$ cat config.mk
export PLATFORM = sky130hd
export DESIGN_NAME = mux_scan_ctrl
export DESIGN_NICKNAME = d
export VERILOG_FILES = /design/src/rtl/mux_scan_ctrl_pkg.sv /design/src/rtl/mux_scan_ctrl_settle_timer.sv /design/src/rtl/mux_scan_ctrl.sv
export SDC_FILE = /design/constraint.sdc
export NUM_CORES = 1
export LEC_CHECK = 0
export CORE_UTILIZATION = 30
export CTS_CLUSTER_DIAMETER = 40
export DETAILED_ROUTE_END_ITERATION = 6
export GPL_TIMING_DRIVEN = 0
export PLACE_DENSITY = 0.52
export SYNTH_ARGS = -nofsm -noshare
export SYNTH_HDL_FRONTEND = slang
export SYNTH_SLANG_ARGS = --single-unit
$ cat constraint.sdc
create_clock -name clk -period 2.4 [get_ports clk]
set_input_delay 0.48 -clock clk [delete_from_list [all_inputs] [get_ports clk]]
set_output_delay 0.48 -clock clk [all_outputs]
set_load 0.01 [all_outputs]
$ cat src/rtl/mux_scan_ctrl_pkg.sv
`default_nettype none
// ============================================================================
//  Module      : mux_scan_ctrl_pkg
//  Description : Shared definitions for the 4:1 mux scan sequencer.
//                The package holds the FSM state encodings, the channel
//                count, the select width and the last-channel index.
//  Ports       : none (package)
//  Revision    : 1.0 - initial release
// ============================================================================
package mux_scan_ctrl_pkg;

    localparam int NUM_CH = 4;
    localparam int SEL_W  = 2;

    // FSM state encodings
    localparam logic [1:0] ST_IDLE   = 2'd0;
    localparam logic [1:0] ST_SETTLE = 2'd1;
    localparam logic [1:0] ST_SAMPLE = 2'd2;
    localparam logic [1:0] ST_DONE   = 2'd3;

    // Index of the final channel in a scan
    localparam logic [SEL_W-1:0] LAST_CH = SEL_W'(NUM_CH - 1);

endpackage : mux_scan_ctrl_pkg
`default_nettype wire

$ cat src/rtl/mux_scan_ctrl_settle_timer.sv
`default_nettype none
// ============================================================================
//  Module      : settle_timer
//  Description : Loadable down-counter that times how long the mux select
//                is held before the sample cycle. 'last' flags a count of
//                one, which is the final settle cycle.
//  Ports       : clk      - clock, rising edge
//                rst_n    - synchronous reset, active low
//                load     - load load_val (has priority over dec)
//                load_val - value loaded into the counter
//                dec      - decrement the counter by one
//                cnt      - current count
//                last     - high while cnt == 1
//  Revision    : 1.0 - initial release
// ============================================================================
module settle_timer #(
    parameter int CNT_W = 8
) (
    input  logic             clk,
    input  logic             rst_n,
    input  logic             load,
    input  logic [CNT_W-1:0] load_val,
    input  logic             dec,
    output logic [CNT_W-1:0] cnt,
    output logic             last
);

    always_ff @(posedge clk) begin
        if (!rst_n) begin
            cnt <= '0;
        end else if (load) begin
            cnt <= load_val;
        end else if (dec) begin
            cnt <= cnt - CNT_W'(1);
        end
    end

    assign last = (cnt == CNT_W'(1));

endmodule : settle_timer
`default_nettype wire

$ cat src/rtl/mux_scan_ctrl.sv
`default_nettype none
// ============================================================================
//  Module      : mux_scan_ctrl
//  Description : Scans a 4:1 mux through channels 0..3. Each select value
//                is held for SETTLE cycles plus one sample cycle; the four
//                sampled bits are published together as a snapshot with a
//                one-cycle valid pulse. Supports single-shot and continuous
//                scanning.
//  Ports       : clk       - clock, rising edge
//                rst_n     - synchronous reset, active low
//                start     - request one scan (honoured in IDLE/DONE only)
//                mode_cont - rescan automatically after each DONE
//                mux_out   - output of the 4:1 mux
//                s1, s0    - mux select, registered
//                snapshot  - bit k = mux_out sampled with {s1,s0} == k
//                valid     - one-cycle pulse with a new snapshot
//                busy      - high from scan start through DONE
//  Revision    : 1.0 - initial release
// ============================================================================
module mux_scan_ctrl
    import mux_scan_ctrl_pkg::*;
#(
    parameter int SETTLE = 2,   // 1..255, must fit in CNT_W bits
    parameter int CNT_W  = 8
) (
    input  logic              clk,
    input  logic              rst_n,
    input  logic              start,
    input  logic              mode_cont,
    input  logic              mux_out,
    output logic              s1,
    output logic              s0,
    output logic [NUM_CH-1:0] snapshot,
    output logic              valid,
    output logic              busy
);

    localparam logic [CNT_W-1:0] SETTLE_LD = CNT_W'(SETTLE);

    logic [1:0]        state;
    logic [SEL_W-1:0]  sel;
    // Channels 0..2 are buffered here; channel 3 goes straight into the
    // snapshot on the same edge, so it needs no shadow bit.
    logic [NUM_CH-2:0] shadow;

    logic              go;
    logic              tmr_load;
    logic              tmr_dec;
    logic              tmr_last;
    logic [CNT_W-1:0]  tmr_cnt;

    assign go = start | mode_cont;

    // Timer reloads whenever a channel's settle window begins.
    always_comb begin
        tmr_load = 1'b0;
        tmr_dec  = 1'b0;
        case (state)
            ST_IDLE:   tmr_load = go;
            ST_SETTLE: tmr_dec  = ~tmr_last;
            ST_SAMPLE: tmr_load = (sel != LAST_CH);
            ST_DONE:   tmr_load = go;
            default: ;
        endcase
    end

    settle_timer #(
        .CNT_W (CNT_W)
    ) u_settle_timer (
        .clk      (clk),
        .rst_n    (rst_n),
        .load     (tmr_load),
        .load_val (SETTLE_LD),
        .dec      (tmr_dec),
        .cnt      (tmr_cnt),
        .last     (tmr_last)
    );

    always_ff @(posedge clk) begin
        if (!rst_n) begin
            state    <= ST_IDLE;
            sel      <= '0;
            shadow   <= '0;
            snapshot <= '0;
            valid    <= 1'b0;
            busy     <= 1'b0;
        end else begin
            case (state)
                ST_IDLE: begin
                    if (go) begin
                        state <= ST_SETTLE;
                        sel   <= '0;
                        busy  <= 1'b1;
                    end
                end
                ST_SETTLE: begin
                    if (tmr_last) begin
                        state <= ST_SAMPLE;
                    end
                end
                ST_SAMPLE: begin
                    if (sel != LAST_CH) begin
                        shadow[sel] <= mux_out;
                        sel         <= sel + SEL_W'(1);
                        state       <= ST_SETTLE;
                    end else begin
                        snapshot <= {mux_out, shadow};
                        valid    <= 1'b1;
                        state    <= ST_DONE;
                    end
                end
                ST_DONE: begin
                    valid <= 1'b0;
                    sel   <= '0;
                    if (go) begin
                        // Back-to-back scan: busy stays high, no idle gap.
                        state <= ST_SETTLE;
                    end else begin
                        state <= ST_IDLE;
                        busy  <= 1'b0;
                    end
                end
                default: begin
                    state <= ST_IDLE;
                end
            endcase
        end
    end

    assign s1 = sel[1];
    assign s0 = sel[0];

endmodule : mux_scan_ctrl
`default_nettype wire

After elaboration in Yosys (flattened, before gate mapping)
Cells that the tools add are included.
{"block": "classes", "eq_ne": 10, "bitwise": 4, "addsub": 2, "mux": 20, "order_cmp": 2, "n_reduce_logical": 14}
{"operator": "two-way mux 2 bit", "n": 7}
{"operator": "inequality test 2 bit, second input constant", "n": 6}
{"operator": "equality test 8 x 1 -> 1 bit, second input constant", "n": 1}
{"operator": "case mux 2 bit (4 select lines)", "n": 1}
{"operator": "AND reduction 2 bit", "n": 4}
{"operator": "subtractor 8 x 1 -> 8 bit, second input constant", "n": 1}
{"operator": "two-way mux 1 bit", "n": 6}
{"operator": "case mux 1 bit (2 select lines)", "n": 3}
{"operator": "case mux 2 bit (3 select lines)", "n": 1}
{"operator": "AND reduction 3 bit", "n": 2}
{"operator": "nonzero test 2 bit", "n": 3}
{"operator": "equality test 2 bit, second input constant", "n": 2}
{"operator": "OR reduction 2 bit", "n": 2}
{"operator": "bitwise mux 3 bit", "n": 1}
{"operator": "< comparator 2 x 3 -> 1 bit, second input constant", "n": 1}
{"operator": "NOT 1 bit", "n": 3}
{"operator": "nonzero test 3 bit", "n": 1}
{"operator": "adder 2 x 1 -> 2 bit, second input constant", "n": 1}
{"operator": "demux 1 bit (select 2 bit)", "n": 1}
{"operator": "equality test 2 x 1 -> 1 bit, second input constant", "n": 1}
{"operator": "greater-or-equal comparator 2 x 1 -> 1 bit, second input constant", "n": 1}
{"operator": "zero test 2 bit", "n": 1}
{"operator": "logical AND 1 bit", "n": 1}
{"operator": "bitwise OR 1 bit", "n": 1}
{"block": "totals", "in_bits": 5, "regBits": 21, "elab_cells": 60, "output_inout_bits": 8}

Logic depth before layout (Yosys ltp)
{"block": "depth", "depth_word": 5, "ltp_mapped": 7, "ltp_nobuf": 6}

By module
Synthesis repeated with hierarchy kept, for this count alone.
{"block": "hier_totals", "cells_unflattened": 141, "area_unflattened_um2": 1236.2}
{"module": "mux_scan_ctrl", "cells_per_inst": 83, "n_inst": 1, "area_each_um2": 750.7}
{"module": "settle_timer", "cells_per_inst": 58, "n_inst": 1, "area_each_um2": 485.5}

Worst setup path after synthesis
OpenSTA, ideal clock, no wires.
{"block": "synth_timing", "path_type": "register to register", "from": "reg u_settle_timer.cnt[1]", "to": "reg state[0]", "period_less_slack_ns": 1.700, "setup_ns": 0.119, "t_arrival_ns": 1.581, "n_path_buf": 0, "required_time_ns": 2.281, "stages_incl_launch_ff": 7, "setup_slack_ns": 0.700, "cell_sequence": "dfxtp_1 -> inv_1 -> ha_1 -> or3b_2 -> o21ai_4 -> nand3_2 -> o221a_2"}
{"block": "synth_via", "elab_chain_cells": 3}
{"element": "start: declaration", "line": "mux_scan_ctrl_settle_timer.sv:24", "text": "output logic [CNT_W-1:0] cnt,"}
{"element": "start signal: assignment", "line": "mux_scan_ctrl_settle_timer.sv:32", "text": "cnt <= load_val;"}
{"element": "start signal: assignment", "line": "mux_scan_ctrl_settle_timer.sv:34", "text": "cnt <= cnt - CNT_W'(1);"}
{"element": "equality test 8 x 1 -> 1 bit", "line": "mux_scan_ctrl_settle_timer.sv:38", "text": "assign last = (cnt == CNT_W'(1));"}
{"element": "inequality test 2 bit (no source line)"}
{"element": "AND reduction 2 bit (no source line)"}
{"element": "end signal: assignment", "line": "mux_scan_ctrl.sv:81", "text": "state <= ST_IDLE;"}
{"element": "end signal: assignment", "line": "mux_scan_ctrl.sv:91", "text": "state <= ST_SETTLE;"}
{"element": "end signal: assignment", "line": "mux_scan_ctrl.sv:98", "text": "state <= ST_SAMPLE;"}
{"element": "end: declaration", "line": "mux_scan_ctrl.sv:40", "text": "logic [1:0] state;"}
No other way between the ends.
A chain may end at the register's enable or synchronous reset.

Worst setup path in the final report
{"block": "layout_timing", "from": "reg state[1]", "to": "reg u_settle_timer.cnt[1]"}
{"block": "layout_via", "elab_chain_cells": 4, "word_cells_on_any_way": 9, "cone_classes": "3 x eq/ne; 3 x mux; 3 x reduce/logical"}
{"element": "equality test 2 bit or zero test 2 bit (tied branches)", "line": "mux_scan_ctrl.sv:58", "text": "case (state)"}
{"element": "OR reduction 2 bit (no source line)"}
{"element": "case mux 1 bit (2 select lines)", "line": "mux_scan_ctrl.sv:58"}
{"element": "two-way mux 2 bit or nonzero test 2 bit (tied branches)"}
Parallel ways exist; a longest one is shown, timed or not.

==> results.yml <==
finish:
  design_area_sq_um: 1340
  final_util: 0.390
  nNetsFinal: 166
  layout-drive-gt1-share: 0.0805
  diodes: 0
  syn_to_final_growth_pct: 20.0
  fillCellCount: 359
clock_tree:
  ctsHoldBuffers: 0
  cts_resized: 0
  root_buffer: "clkbuf_8"
  htreeDepth: 1
  cts_post_setup_buffers_inserted: 0
  cts_sinks: 21
  tritoncts: "built"
  cts_inserted_buffers: 3
  clock_path_buffers: 2
  clkTransAtPathRegs_ns: 0.08
  clock_latency_ns: 0.25
synthesis:
  synth_common_cells: "21 x dfxtp_1, 17 x nand2_1, 15 x nor2_1"
  ys_seq_area_frac: 0.375
  ys_types: 35
  synth_area_leaders: "dfxtp_1 38%, ha_1 12%, nand2_1 5.7%"
  syn_inst: 133
  yosysWarnings: 0
  yosysTopAreaCell: "dfxtp_1"
  syn_area_per_cell_sq_um: 8.42
  syn_area_sq_um: 1120
  synth_nets: 149
  ys_seq_elements: 21
  async_flop_share: 0
  yosys_most_used_dff: "dfxtp_1"
  synth_top_area_share: 0.375
  synth_edf_count: 0
  synth_most_common_cell: "dfxtp_1"
global_route:
  grt_util_met3: 0.0217
  antenna_found_initial: 0
  grt_remaining_overflow: 0
  grt_util_met1: 0.156
  grt_max_degree: 13
  met2_usage: 0.212
  grt.busiest_layer: "met2"
  grt_pass1_vias: 910
  grt_pass1_wl_mm: 4.00
  grt_usage: 0.123
pwr:
  power_density_nw_per_um2: 1050
  power_switching_mw: 0.575
  power_frac_comb: 0.474
  swShare: 0.408
  power.leakage_nw: 0.501
  peakVddDrop_v: 0.000449
  clock_power_share: 0.164
  p_total_mw: 1.41
  p_int_mw: 0.835
  p_seq_frac: 0.362
sta:
  fin_hold_ws_ns: 0.457
  drv_slew: 0
  max_slew_margin: 0.651
  hold_viol_final: 0
  fmax_mhz: 536
  setup_viol_count_final: 0
  fin_worst_skew_ns: 0.00251
  tightest_slew_ns: 0.520
  fin_tns_setup_ns: 0
  rsz0062_at_grt: "no"
  finalCritPeriodShare: 0.777
  post-route-min-period_ns: 1.87
critical_path:
  max_stage_delay_ns: 0.36
  critPathArrivalTime_ns: 2.02
  path_buf_inv: 3
  cp-end-kind: "register"
  critPathMaxFanout: 10
  path_cells: "inv_1, ha_1, clkbuf_1, inv_1, nor3_1, a21oi_1, o221a_2"
  required_ns: 2.55
  crit_path_start_kind: "register"
  crit_top_cell: "inv_1"
  crit_type: "reg2reg"
  slowest_stage: "dfxtp_1"
  path_delay_family: "buffers and inverters"
floorplan:
  core_area_sq_um: 3440
  dieArea_sq_um: 3980
  start_util: 0.325
  io_pins: 13
  rows: 21
  chipHeight_um: 63.1
  die_x_um: 63.1
place:
  numPortBuffers: 12
  place_area_sq_um: 1300
  hpwlAfterDp_mm: 1.65
  gp_congestion: 0.756
run:
  cap_viol_max_count: 0
drt:
  postRouteAntennaNets: 0
  drc: 0
  drt-pass1-iter-count: 4
  routed_wl_mm: 2.19
  drt_iter0_markers: 47
  wl_per_cell_um: 11.3
  vias: 918
  avgViaCountPerCell: 4.71
run_status:
  status: "finished, final reports clean"
worst_hold_path:
  hold_path_class: "reg2reg"
-- registers in the layout, summed over array words and instances, names as in the netlist --
name,flops
u_settle_timer.cnt,8
valid,1
shadow,3
snapshot,4
busy,1
sel,2
state,2
-- worst paths after layout --
| path | start | endpoint | slack, ns | cells after the start |
|---|---|---|---|---|
| worst max-delay path | state[1]$_SDFFE_PN0P_ | u_settle_timer.cnt[1]$_SDFFE_PN0P_ | 0.53 | 7 |
| worst min-delay path | snapshot[1]$_SDFFE_PN0P_ | snapshot[1]$_SDFFE_PN0P_ | 0.46 | 2 |
| worst max register to register | state[1]$_SDFFE_PN0P_ | u_settle_timer.cnt[1]$_SDFFE_PN0P_ | 0.53 | 7 |
| worst min register to register | snapshot[1]$_SDFFE_PN0P_ | snapshot[1]$_SDFFE_PN0P_ | 0.46 | 2 |
-- per-stage QoR --
stage,instances,setup slack (ns)
final,195,0.534
after global placement,191,0.438
after floorplan,133,0.700
after global routing,195,0.389
after detailed placement,191,0.416
after CTS,195,0.535
-- placed cells by master (no fill, tap or decap), types with 2 or more instances in the layout --
master	n
dfxtp_1	21
nand2_1	17
nor2_1	15
a21oi_1	12
clkdlybuf4s50_1	12
ha_1	11
inv_1	8
nand3_1	8
nor3_1	4
o21a_1	3
xor2_1	3
clkbuf_8	3
nand2b_1	2
o221a_2	2
o211ai_1	2
xnor2_1	2
nor3b_1	2
o21ai_0	2
-- power groups by stage --
stage               clock network (mW)  registers, mW  logic, mW
floorplan                            0          0.501      0.533
global placement                     0          0.515      0.657
detailed placement                   0          0.517      0.668
CTS                              0.243          0.509      0.676
global route                     0.259          0.526      0.754
finish                           0.231          0.510      0.669
-- worst reg2reg max path, delay by kind of cell (launching register included) --
family | cells | cell delay, ns
DFF | 1 | 0.36
AOI/OAI and AO/OA | 2 | 0.34
and+or+nand+nor | 1 | 0.22
buffers and inverters | 3 | 0.61
adders and majority gates | 1 | 0.24
-- cells by family (layout without fill, tap and decap cells) --
logic type,Yosys count,after routing,share of synthesized area
flip-flops,21,21,0.375
buffers and inverters,11,27,0.0380
multiplexers,1,1,0.00894
adder cells (fa/ha/maj),11,11,0.123
AO/OA/AOI/OAI,27,27,0.170
XOR/XNOR,5,5,0.0391
AND/OR/NAND/NOR,57,57,0.246
-- cell type report --
cell class / instances / area [sq um] / area share
clock inverter: 1 / 5.00 / 0.00372
multi-input combinational: 101 / 657 / 0.489
inverter: 9 / 33.8 / 0.0251
sequential: 21 / 420 / 0.313
buffer: 2 / 8.76 / 0.00652
tap: 46 / 57.6 / 0.0428
clock buffer: 3 / 41.3 / 0.0307
timing repair buffer: 12 / 120 / 0.0894
-- layer usage --
metal	wire length (um)	vias up
li1	-	488
met4	19	0
met1	1080	416
met2	1050	12
met3	45	2
met5	0	-
No activity file was read; power rests on OpenSTA's default activity.
